**config.mk**
```make
export PLATFORM = sky130hd
export DESIGN_NAME = ps2_key_event_rx
export DESIGN_NICKNAME = d
export VERILOG_FILES = /design/src/rtl/ps2_pkg.sv /design/src/rtl/ps2_frame_rx.sv /design/src/rtl/ps2_key_event_rx.sv
export SDC_FILE = /design/constraint.sdc
export NUM_CORES = 1
export LEC_CHECK = 0
export CORE_MARGIN = 2
export CORE_UTILIZATION = 50
export DETAILED_ROUTE_END_ITERATION = 8
export MAX_ROUTING_LAYER = met4
export PLACE_DENSITY = 0.67
export SLEW_MARGIN = 30
export SYNTH_ARGS = -nofsm -noshare
export SYNTH_HDL_FRONTEND = slang
export SYNTH_HIERARCHICAL = 1
export SYNTH_SLANG_ARGS = --single-unit
```
**constraint.sdc**
```tcl
create_clock -name clk25 -period 8.2 [get_ports clk25]
set_input_delay 1.64 -clock clk25 [delete_from_list [all_inputs] [get_ports clk25]]
set_output_delay 1.64 -clock clk25 [all_outputs]
set_load 0.05 [all_outputs]
```
**src/rtl/ps2_pkg.sv**
```systemverilog
// Shared types, scan-code constants and the scan-code to ASCII map for the PS/2 receiver.
// Latency: n/a (types and a pure combinational function).
// Backpressure: n/a.
package ps2_pkg;

  typedef enum logic [1:0] {IDLE, DATA, PARITY, STOP} ps2_state_e;

  localparam logic [7:0] CODE_E0     = 8'hE0;
  localparam logic [7:0] CODE_F0     = 8'hF0;
  localparam logic [7:0] CODE_LSHIFT = 8'h12;
  localparam logic [7:0] CODE_RSHIFT = 8'h59;
  localparam logic [7:0] CODE_CTRL   = 8'h14;
  localparam logic [7:0] CODE_ALT    = 8'h11;
  localparam logic [7:0] CODE_ENTER  = 8'h5A;

  typedef struct packed {
    logic       ext;
    logic       brk;
    logic [7:0] code;
    logic [7:0] ascii;
  } ps2_evt_t;

  // Set-2 scan code to ASCII. Extended codes map to 00 except keypad enter.
  function automatic logic [7:0] ps2_ascii(input logic [7:0] code, input logic ext,
                                           input logic shift);
    logic [7:0] res;
    res = 8'h00;
    if (ext) begin
      res = (code == CODE_ENTER) ? 8'h0D : 8'h00;
    end else begin
      case (code)
        8'h1C: res = 8'h61;  8'h32: res = 8'h62;  8'h21: res = 8'h63;  8'h23: res = 8'h64;
        8'h24: res = 8'h65;  8'h2B: res = 8'h66;  8'h34: res = 8'h67;  8'h33: res = 8'h68;
        8'h43: res = 8'h69;  8'h3B: res = 8'h6A;  8'h42: res = 8'h6B;  8'h4B: res = 8'h6C;
        8'h3A: res = 8'h6D;  8'h31: res = 8'h6E;  8'h44: res = 8'h6F;  8'h4D: res = 8'h70;
        8'h15: res = 8'h71;  8'h2D: res = 8'h72;  8'h1B: res = 8'h73;  8'h2C: res = 8'h74;
        8'h3C: res = 8'h75;  8'h2A: res = 8'h76;  8'h1D: res = 8'h77;  8'h22: res = 8'h78;
        8'h35: res = 8'h79;  8'h1A: res = 8'h7A;
        8'h45: res = shift ? 8'h29 : 8'h30;
        8'h16: res = shift ? 8'h21 : 8'h31;
        8'h1E: res = shift ? 8'h40 : 8'h32;
        8'h26: res = shift ? 8'h23 : 8'h33;
        8'h25: res = shift ? 8'h24 : 8'h34;
        8'h2E: res = shift ? 8'h25 : 8'h35;
        8'h36: res = shift ? 8'h5E : 8'h36;
        8'h3D: res = shift ? 8'h26 : 8'h37;
        8'h3E: res = shift ? 8'h2A : 8'h38;
        8'h46: res = shift ? 8'h28 : 8'h39;
        8'h29: res = 8'h20;
        8'h66: res = 8'h08;
        CODE_ENTER: res = 8'h0D;
        default: res = 8'h00;
      endcase
      // Letters become upper case under shift.
      if (shift && res >= 8'h61 && res <= 8'h7A) res = res - 8'h20;
    end
    return res;
  endfunction

endpackage

```
**src/rtl/ps2_frame_rx.sv**
```systemverilog
// PS/2 frame receiver: synchroniser, glitch filter, 11-bit frame FSM with parity/stop check and timeout.
// Latency: byte_vld_o pulses the cycle after the filtered clock falls on the stop bit.
// Backpressure: none; every good byte is a single-cycle pulse and must be consumed immediately.
// Ports: clk_i/rst_ni clock and async active-low reset; ps2_clk_i/ps2_dat_i raw async lines;
//        byte_vld_o/byte_o received byte; err_parity_o/err_timeout_o single-cycle error pulses.
module ps2_frame_rx
  import ps2_pkg::*;
#(
  parameter int FILTER_LEN  = 8,
  parameter int TIMEOUT_CYC = 50000
) (
  input  logic       clk_i,
  input  logic       rst_ni,
  input  logic       ps2_clk_i,
  input  logic       ps2_dat_i,
  output logic       byte_vld_o,
  output logic [7:0] byte_o,
  output logic       err_parity_o,
  output logic       err_timeout_o
);
  localparam int FW = $clog2(FILTER_LEN + 1);
  localparam int TW = $clog2(TIMEOUT_CYC + 1);

  logic [1:0]    clk_sync_q, dat_sync_q;
  logic [FW-1:0] fclk_cnt_q, fdat_cnt_q;
  logic          fclk_q, fdat_q, fclk_prev_q;
  logic          strobe;

  ps2_state_e    state_q, state_d;
  logic [2:0]    bit_cnt_q, bit_cnt_d;
  logic [7:0]    sh_q, sh_d;
  logic          par_q, par_d;
  logic [TW-1:0] tcnt_q, tcnt_d;
  logic          byte_vld_q, byte_vld_d, err_par_q, err_par_d, err_to_q, err_to_d;

  // A filtered line only flips after FILTER_LEN consecutive samples disagree with it.
  always_ff @(posedge clk_i or negedge rst_ni) begin
    if (!rst_ni) begin
      clk_sync_q  <= 2'b11;
      dat_sync_q  <= 2'b11;
      fclk_q      <= 1'b1;
      fdat_q      <= 1'b1;
      fclk_prev_q <= 1'b1;
      fclk_cnt_q  <= '0;
      fdat_cnt_q  <= '0;
    end else begin
      clk_sync_q  <= {clk_sync_q[0], ps2_clk_i};
      dat_sync_q  <= {dat_sync_q[0], ps2_dat_i};
      fclk_prev_q <= fclk_q;
      if (clk_sync_q[1] == fclk_q) begin
        fclk_cnt_q <= '0;
      end else if (fclk_cnt_q == FW'(FILTER_LEN - 1)) begin
        fclk_q     <= clk_sync_q[1];
        fclk_cnt_q <= '0;
      end else begin
        fclk_cnt_q <= fclk_cnt_q + FW'(1);
      end
      if (dat_sync_q[1] == fdat_q) begin
        fdat_cnt_q <= '0;
      end else if (fdat_cnt_q == FW'(FILTER_LEN - 1)) begin
        fdat_q     <= dat_sync_q[1];
        fdat_cnt_q <= '0;
      end else begin
        fdat_cnt_q <= fdat_cnt_q + FW'(1);
      end
    end
  end

  assign strobe = fclk_prev_q & ~fclk_q;

  always_comb begin
    state_d    = state_q;
    bit_cnt_d  = bit_cnt_q;
    sh_d       = sh_q;
    par_d      = par_q;
    byte_vld_d = 1'b0;
    err_par_d  = 1'b0;
    err_to_d   = 1'b0;
    tcnt_d     = (state_q == IDLE || strobe) ? '0 : tcnt_q + TW'(1);
    case (state_q)
      IDLE: if (strobe && !fdat_q) begin
        state_d   = DATA;
        bit_cnt_d = 3'd0;
      end
      DATA: if (strobe) begin
        sh_d      = {fdat_q, sh_q[7:1]};
        bit_cnt_d = bit_cnt_q + 3'd1;
        if (bit_cnt_q == 3'd7) state_d = PARITY;
      end
      PARITY: if (strobe) begin
        par_d   = fdat_q;
        state_d = STOP;
      end
      STOP: if (strobe) begin
        if (fdat_q && (^{sh_q, par_q})) byte_vld_d = 1'b1;
        else                            err_par_d  = 1'b1;
        state_d = IDLE;
      end
      default: state_d = IDLE;
    endcase
    if (state_q != IDLE && !strobe && tcnt_q == TW'(TIMEOUT_CYC - 1)) begin
      state_d  = IDLE;
      err_to_d = 1'b1;
      tcnt_d   = '0;
    end
  end

  always_ff @(posedge clk_i or negedge rst_ni) begin
    if (!rst_ni) begin
      state_q    <= IDLE;
      bit_cnt_q  <= 3'd0;
      sh_q       <= 8'h00;
      par_q      <= 1'b0;
      tcnt_q     <= '0;
      byte_vld_q <= 1'b0;
      err_par_q  <= 1'b0;
      err_to_q   <= 1'b0;
    end else begin
      state_q    <= state_d;
      bit_cnt_q  <= bit_cnt_d;
      sh_q       <= sh_d;
      par_q      <= par_d;
      tcnt_q     <= tcnt_d;
      byte_vld_q <= byte_vld_d;
      err_par_q  <= err_par_d;
      err_to_q   <= err_to_d;
    end
  end

  // The shift register holds still from the stop bit until the next frame's data bits.
  assign byte_o        = sh_q;
  assign byte_vld_o    = byte_vld_q;
  assign err_parity_o  = err_par_q;
  assign err_timeout_o = err_to_q;

endmodule

```
**src/rtl/ps2_key_event_rx.sv**
```systemverilog
// PS/2 keyboard receiver: prefix/modifier decode, ASCII mapping and a first-word-fall-through event FIFO.
// Latency: event on evt_valid 2 cycles after the stop-bit strobe when the FIFO is empty.
// Backpressure: evt_valid/evt_ready; head held stable while stalled; writes to a full FIFO are dropped (overflow).
// Ports: clk25/rst_n; ps2_clk/ps2_dat raw lines; evt_* event handshake and fields; mod_* modifier state;
//        err_parity/err_timeout pulses; overflow sticky drop flag.
// Optional: define PS2_TYPEMATIC_FILTER_EN to suppress auto-repeat makes of the held key.
module ps2_key_event_rx
  import ps2_pkg::*;
#(
  parameter int FILTER_LEN  = 8,
  parameter int FIFO_DEPTH  = 8,
  parameter int TIMEOUT_CYC = 50000
) (
  input  logic       clk25,
  input  logic       rst_n,
  input  logic       ps2_clk,
  input  logic       ps2_dat,
  output logic       evt_valid,
  input  logic       evt_ready,
  output logic [7:0] evt_code,
  output logic       evt_ext,
  output logic       evt_brk,
  output logic [7:0] evt_ascii,
  output logic       mod_shift,
  output logic       mod_ctrl,
  output logic       mod_alt,
  output logic       err_parity,
  output logic       err_timeout,
  output logic       overflow
);
  localparam int AW = $clog2(FIFO_DEPTH);
  localparam int CW = AW + 1;

  logic       rx_vld, rx_timeout;
  logic [7:0] rx_byte;

  ps2_frame_rx #(.FILTER_LEN(FILTER_LEN), .TIMEOUT_CYC(TIMEOUT_CYC)) u_frame (
    .clk_i        (clk25),
    .rst_ni       (rst_n),
    .ps2_clk_i    (ps2_clk),
    .ps2_dat_i    (ps2_dat),
    .byte_vld_o   (rx_vld),
    .byte_o       (rx_byte),
    .err_parity_o (err_parity),
    .err_timeout_o(rx_timeout)
  );
  assign err_timeout = rx_timeout;

  logic     ext_q, ext_d, brk_q, brk_d;
  logic     lsh_q, lsh_d, rsh_q, rsh_d, ctrl_q, ctrl_d, alt_q, alt_d;
  logic     evt_we;
  ps2_evt_t evt_wdat;
`ifdef PS2_TYPEMATIC_FILTER_EN
  logic [8:0] last_q, last_d;
  logic       last_vld_q, last_vld_d;
`endif

  always_comb begin
    ext_d          = ext_q;
    brk_d          = brk_q;
    lsh_d          = lsh_q;
    rsh_d          = rsh_q;
    ctrl_d         = ctrl_q;
    alt_d          = alt_q;
    evt_we         = 1'b0;
    evt_wdat.ext   = ext_q;
    evt_wdat.brk   = brk_q;
    evt_wdat.code  = rx_byte;
    // ASCII uses the modifier state before this event is applied.
    evt_wdat.ascii = ps2_ascii(rx_byte, ext_q, lsh_q | rsh_q);
`ifdef PS2_TYPEMATIC_FILTER_EN
    last_d         = last_q;
    last_vld_d     = last_vld_q;
`endif
    if (rx_timeout) begin
      ext_d = 1'b0;
      brk_d = 1'b0;
    end else if (rx_vld) begin
      case (rx_byte)
        CODE_E0: ext_d = 1'b1;
        CODE_F0: brk_d = 1'b1;
        8'hAA, 8'hFA, 8'hFE, 8'hEE, 8'h00, 8'hFF: begin
          ext_d = 1'b0;
          brk_d = 1'b0;
        end
        default: begin
          ext_d  = 1'b0;
          brk_d  = 1'b0;
          evt_we = 1'b1;
`ifdef PS2_TYPEMATIC_FILTER_EN
          if (!brk_q) begin
            if (last_vld_q && last_q == {ext_q, rx_byte}) evt_we = 1'b0;
            last_d     = {ext_q, rx_byte};
            last_vld_d = 1'b1;
          end else if (last_q == {ext_q, rx_byte}) begin
            last_vld_d = 1'b0;
          end
`endif
          if (rx_byte == CODE_LSHIFT && !ext_q) lsh_d  = !brk_q;
          if (rx_byte == CODE_RSHIFT && !ext_q) rsh_d  = !brk_q;
          if (rx_byte == CODE_CTRL)             ctrl_d = !brk_q;
          if (rx_byte == CODE_ALT)              alt_d  = !brk_q;
        end
      endcase
    end
  end

  always_ff @(posedge clk25 or negedge rst_n) begin
    if (!rst_n) begin
      ext_q  <= 1'b0;
      brk_q  <= 1'b0;
      lsh_q  <= 1'b0;
      rsh_q  <= 1'b0;
      ctrl_q <= 1'b0;
      alt_q  <= 1'b0;
    end else begin
      ext_q  <= ext_d;
      brk_q  <= brk_d;
      lsh_q  <= lsh_d;
      rsh_q  <= rsh_d;
      ctrl_q <= ctrl_d;
      alt_q  <= alt_d;
    end
  end

`ifdef PS2_TYPEMATIC_FILTER_EN
  always_ff @(posedge clk25 or negedge rst_n) begin
    if (!rst_n) begin
      last_q     <= 9'h000;
      last_vld_q <= 1'b0;
    end else begin
      last_q     <= last_d;
      last_vld_q <= last_vld_d;
    end
  end
`endif

  assign mod_shift = lsh_q | rsh_q;
  assign mod_ctrl  = ctrl_q;
  assign mod_alt   = alt_q;

  // Event FIFO, first-word-fall-through.
  ps2_evt_t      mem_q [FIFO_DEPTH];
  logic [AW-1:0] wr_ptr_q, rd_ptr_q;
  logic [CW-1:0] cnt_q;
  logic          full, rd, wr_ok, overflow_q;
  ps2_evt_t      head;

  assign evt_valid = (cnt_q != '0);
  assign full      = (cnt_q == CW'(FIFO_DEPTH));
  assign rd        = evt_valid & evt_ready;
  // A full FIFO still accepts a write when the head leaves in the same cycle.
  assign wr_ok     = evt_we & (~full | rd);

  always_ff @(posedge clk25) begin
    if (wr_ok) mem_q[wr_ptr_q] <= evt_wdat;
  end

  always_ff @(posedge clk25 or negedge rst_n) begin
    if (!rst_n) begin
      wr_ptr_q   <= '0;
      rd_ptr_q   <= '0;
      cnt_q      <= '0;
      overflow_q <= 1'b0;
    end else begin
      if (wr_ok) wr_ptr_q <= wr_ptr_q + AW'(1);
      if (rd)    rd_ptr_q <= rd_ptr_q + AW'(1);
      case ({wr_ok, rd})
        2'b10:   cnt_q <= cnt_q + CW'(1);
        2'b01:   cnt_q <= cnt_q - CW'(1);
        default: cnt_q <= cnt_q;
      endcase
      if (evt_we && !wr_ok) overflow_q <= 1'b1;
    end
  end

  // Mask the uninitialised storage so outputs read zero while empty.
  assign head      = evt_valid ? mem_q[rd_ptr_q] : '0;
  assign evt_ext   = head.ext;
  assign evt_brk   = head.brk;
  assign evt_code  = head.code;
  assign evt_ascii = head.ascii;
  assign overflow  = overflow_q;

endmodule
```
======== Word level (Yosys, flattened, before mapping) ========
Memories as Yosys holds them, arrays and structs flattened.
Cells that the tools add are included.
Widths: inputs -> output; s select.
word-level totals
  register bits ........................... 65
  bits in writable memories ............... 144
  input port bits ......................... 5
  output and inout bits ................... 25
  word-level logic and storage cells ...... 206
  memories kept ........................... 1
memories
  memory  depth  width  rd ports  clocked after Yosys merged registers in  write ports  line                     text
  mem_q   8      18     1         0                                        1            ps2_key_event_rx.sv:143  ps2_evt_t mem_q [FIFO_DEPTH];
operators by class
  add/subtract/negate cells ............... 9
  magnitude comparators ................... 2
  equal/unequal tests ..................... 71
  muxes and demuxes ....................... 51
  bitwise gates (word level) .............. 11
  reductions and logical operators ........ 36
operators by type and width
  cell                   count
  $pmux 7 s39            1
  $eq 8x6->1 const B     23
  $eq 8x5->1 const B     10
  $eq 8x7->1 const B     10
  $eq 8x8->1 const B     7
  $mux 5                 8
  $mux 16                2
  $mux 8                 3
  $mux 4                 5
  $mux 18                1
  $add 16x1->16 const B  1
  $eq 16x16->1 const B   1
  $mux 1                 16
  $reduce_and 4->1       4
  $mux 7                 2
  $add 4x1->4 const B    3
  $mux 2                 6
  $ne 3x1->1 const B     4
  $reduce_and 2->1       6
  $add 3x1->3 const B    3
  $logic_and 1x1->1      9
  $reduce_xor 9->1       1
  $eq 4x3->1 const B     2
  $ge 8x7->1 const B     1
  28 further kinds       51

======== Longest topological paths before layout ========
  depth in word-level cells ............... 9
  depth in mapped cells ................... 13
  mapped depth without buffers ............ 11

======== Hierarchy ========
The synthesis kept the hierarchy.
by module, submodules not included
  module            times used  cells each  area an instance (sq um)  sequential area each (sq um)
  ps2_key_event_rx  1           523         7658.6                    4749.6
  ps2_frame_rx      1           184         2159.6                    1209.9

======== Worst setup path after synthesis ========
No wires, ideal clock.
  kind .................................... input to register
  from .................................... input evt_ready
  to ...................................... memory mem_q[4][0] (netlist bit) (enable)
  library setup time ...................... 446 ps
  arrival time ............................ 4056 ps
  data required time ...................... 7754 ps
  slack ................................... 3698 ps
  cell stages on the path ................. 5
  path buffers ............................ 1
  cells stage by stage .................... buf_2 inv_1 nand3b_1 nand2b_4 nor4b_1
on the way
  longest elaborated chain between the ends .. 5
RTL lines
  element                       line                     text
  start: declaration            ps2_key_event_rx.sv:19   input logic evt_ready,
  $and 1x1->1                   ps2_key_event_rx.sv:151  assign rd = evt_valid & evt_ready;
  $or 1x1->1                    ps2_key_event_rx.sv:153  assign wr_ok = evt_we & (~full | rd);
  $and 1x1->1                   ps2_key_event_rx.sv:153
  $mux 1                        ps2_key_event_rx.sv:156  if (wr_ok) mem_q[wr_ptr_q] <= evt_wdat;
  $mux 1 (not written as such)  ps2_key_event_rx.sv:156
  end: declaration              ps2_key_event_rx.sv:143
No other way between the ends.

======== Worst setup path after layout ========
  from .................................... register rd_ptr_q[0]
  to ...................................... output evt_code[0]
on the way
  longest elaborated chain between the ends .. 2
RTL lines
  element                   line                     text
  start: declaration        ps2_key_event_rx.sv:144  logic [AW-1:0] wr_ptr_q, rd_ptr_q;
  start signal: assignment  ps2_key_event_rx.sv:167  if (rd) rd_ptr_q <= rd_ptr_q + AW'(1);
  $mem_v2 8x18              n/a
  $mux 18                   ps2_key_event_rx.sv:178  assign head = evt_valid ? mem_q[rd_ptr_q] : '0;
  end: declaration          ps2_key_event_rx.sv:20   output logic [7:0] evt_code,
No other way between the ends.

==> impl_metrics.tcl <==
set metrics [dict create \
    area_growth_pct 13.5 \
    crit_path_start_kind "flop" \
    grt_start_max_net_pins 66 \
    yosysSeqAreaShare 0.607 \
    cts.repair.resized 0 \
    synth_fa_ha_area_frac 0.0199 \
    p_leak_nw 3.97 \
    dp_hpwl_mm 12.1 \
    yosysTopAreaCell "edfxtp_1" \
    placed_area_um2 10400 \
    slowest_delay_ns 0.70 \
    critPathKind "flop to primary output" \
    power_density_nw_per_um2 299 \
    synthMuxAreaShare 0.118 \
    post_cts_buffers 0 \
    final_cells 1017 \
    synth_top_area_frac 0.440 \
    dp.cells 975 \
    synth_top_family_by_area "simple AND/OR/NAND/NOR gates" \
    netlist_area_um2 9820 \
    drive_above_1_share 0.188 \
    cp.arrival_ns 3.10 \
    synthArstFlopShare 0.311 \
    synth_common_cells "edfxtp_1, dfrtp_1, nor2_1" \
    fin_area_um2 11100 \
    whs_ns 0.356 \
    cp.required_ns 6.56 \
    yosysMostFrequentCell "edfxtp_1" \
    antenna_found_initial 0 \
    rows 51 \
    numCtsBuffers 23 \
    yosys.area_share.simple 0.128 \
    die_h_um 144 \
    crit_chain "buf_4 -> mux4_2 -> mux2i_1 -> nor2_1 -> clkdlybuf4s50_1" \
    io_buffers 29 \
    total_power_mw 3.33 \
    maxCapViolCount 0 \
    fp.dieW_um 144 \
    syn_nets 727 \
    yosys_register_bits 209 \
    routed_wl_mm 19.9 \
    yosysWarnings 6 \
    clock_sinks 209 \
    fill_cells 1555 \
    hold_path_class "flop to flop" \
    synth.distinct_cells 79 \
    drtPass1Iterations 5 \
    utilization 0.576 \
    core-area_um2 19300 \
    setup_tns_ns 0 \
    fmax_mhz 211 \
    hold_buffers 0 \
    postSynthCellCount 707 \
    grt_usage 0.202 \
    yosys_most_used_dff "edfxtp_1" \
    multi_input_area_um2 3650 \
    grt_pass1_wl_mm 31.7 \
    layout_setup_ws_ns 3.46 \
    route.detailed.drc 0 \
    crit_family "buffers and inverters" \
    via_count 5901 \
    clkSlewWorstSetupHoldPaths_ns 0.06 \
    synth-compound-area-share 0.0670 \
    cts_buffer_depth 3 \
    hold_viol_final 0 \
    crit_path_top_delay_cell "clkdlybuf4s50_1" \
    synth_area_per_cell_um2 13.9 \
    drtIter0Drc 390 \
    drv_slew 0 \
    start_util 0.508 \
    fin_crit_ns 4.74 \
    ir_drop_uv 190 \
    grt-ovfl-total 0 \
    die_area_um2 20800 \
    final_nets 755 \
    ant_nets 0 \
    antennaDiodeCount 0 \
    cts_tree "done" \
    io_pins 30 \
    synthXorXnorAreaFrac 0.0334 \
    wire_per_inst_um 19.6 \
    critical_path_buf_inv_count 2 \
    finalCritPeriodShare 0.577 \
    slew-limit-headroom 0.394 \
    insertion_delay_ns 0.51 \
    via_per_inst 5.80 \
    status "finished clean" \
    synth_edf_count 144 \
    grt_pass1_vias 5860 \
    synth_area_leaders "edfxtp_1, dfrtp_1, mux4_2" \
    dp_slack_ns 3.94 \
    setup_violations 0 \
    worstPathMaxFanout 34 \
    rsz0062_at_grt "false" \
    htreeDepth 1 \
    worst_slew_pin_slew_ns 0.909 \
    finalClockSkew_ns 0.00595 \
    regArea_um2 5960 \
    critPathCaptureType "primary output" \
    place_congestion 0.887 \
    cts-root-buf "clkbuf_16" \
]
## area by class of cell
type                    count  share of cell area
clock buffers              35              0.0566
clock inverters             7             0.00944
inverters                  12             0.00404
multi-input cells         443               0.328
flip-flops and latches    209               0.535
well taps                 265              0.0298
repair buffers             46              0.0371
## final timing paths
check	startpoint	endpoint	slack (ns)	depth (start not counted)
worst max-delay path	rd_ptr_q[0]$_DFFE_PN0P_	evt_code[0]	3.46	5
worst min-delay path	u_frame/clk_sync_q[0]$_DFF_PN1_	u_frame/clk_sync_q[1]$_DFF_PN1_	0.36	0
worst max register to register	u_frame/byte_o[0]$_DFFE_PN0P_	cnt_q[3]$_DFFE_PN0P_	4.15	12
worst min register to register	u_frame/clk_sync_q[0]$_DFF_PN1_	u_frame/clk_sync_q[1]$_DFF_PN1_	0.36	0
max in group asynchronous	rst_n	u_frame/byte_o[5]$_DFFE_PN0P_	6.30	2
min in group asynchronous	rst_n	rd_ptr_q[2]$_DFFE_PN0P_	1.28	2
## worst reg2reg max path, cell delays in order, from the launching register on
cell	delay (ns)
dfrtp_1	0.64
buf_4	0.34
nand2b_1	0.39
or4_4	0.63
o211ai_2	0.32
nand3_1	0.26
inv_1	0.16
ha_1	0.24
a21o_1	0.18
a21oi_1	0.27
or3_1	0.17
a21oi_1	0.06
a311o_1	0.27
## power by group
| part | leakage (nW) | total (mW) | switching [mW] | internal [mW] |
|---|---|---|---|---|
| clock | 0.350 | 0.996 | 0.399 | 0.598 |
| combinational | 1.47 | 1.08 | 0.630 | 0.445 |
| sequential | 2.14 | 1.26 | 0.0748 | 1.18 |
| total | 3.97 | 3.33 | 1.10 | 2.23 |
## cell usage in the layout (no fill, tap or decap), drive strengths merged, types with 3 or more instances in the layout
master,instances
or4,5
mux2i,21
nor2b,10
or3,4
nor3,21
nor3b,6
mux2,12
nand3,15
clkbuf,35
nand4,5
a22oi,3
nand2,40
dfstp,7
edfxtp,144
nand2b,13
or3b,4
xor2,13
a311oi,4
xnor2,21
dfrtp,58
nor4b,3
clkinv,3
nor2,59
o21ai,20
nand3b,7
and4,4
nor4,8
ha,14
buf,18
or4b,4
clkdlybuf4s50,28
inv,12
a211oi,5
mux4,36
a21oi,29
a211o,5
and3,8
o211ai,5
a21o,3
## state kept, by name, indices dropped and copies added (netlist names), 2 cells and up
register	flops
mem_q	144
cnt_q	4
u_frame/tcnt_q	16
u_frame/byte_o	8
u_frame/fdat_cnt_q	4
wr_ptr_q	3
u_frame/state_q	2
rd_ptr_q	3
u_frame/bit_cnt_q	3
u_frame/clk_sync_q	2
u_frame/dat_sync_q	2
u_frame/fclk_cnt_q	4
## cell families (layout without fill, tap and decap cells)
group,count (synthesis),after routing
flops,209,209
simple gates,226,226
fa+ha+maj,15,15
xor+xnor,35,35
mux,69,69
buf+inv,55,100
compound gates,98,98
## routing by layer
metal  vias to the layer above  share of wire  track usage  wire length [um]
li1                       2755              -            -                 -
met4                         0          0.027       0.0577               531
met5                         -              0            -                 0
met3                        29          0.045       0.0275               905
met2                       150           0.49        0.330              9700
met1                      2967           0.44        0.270              8790
Power figures use the tool's default switching activity.
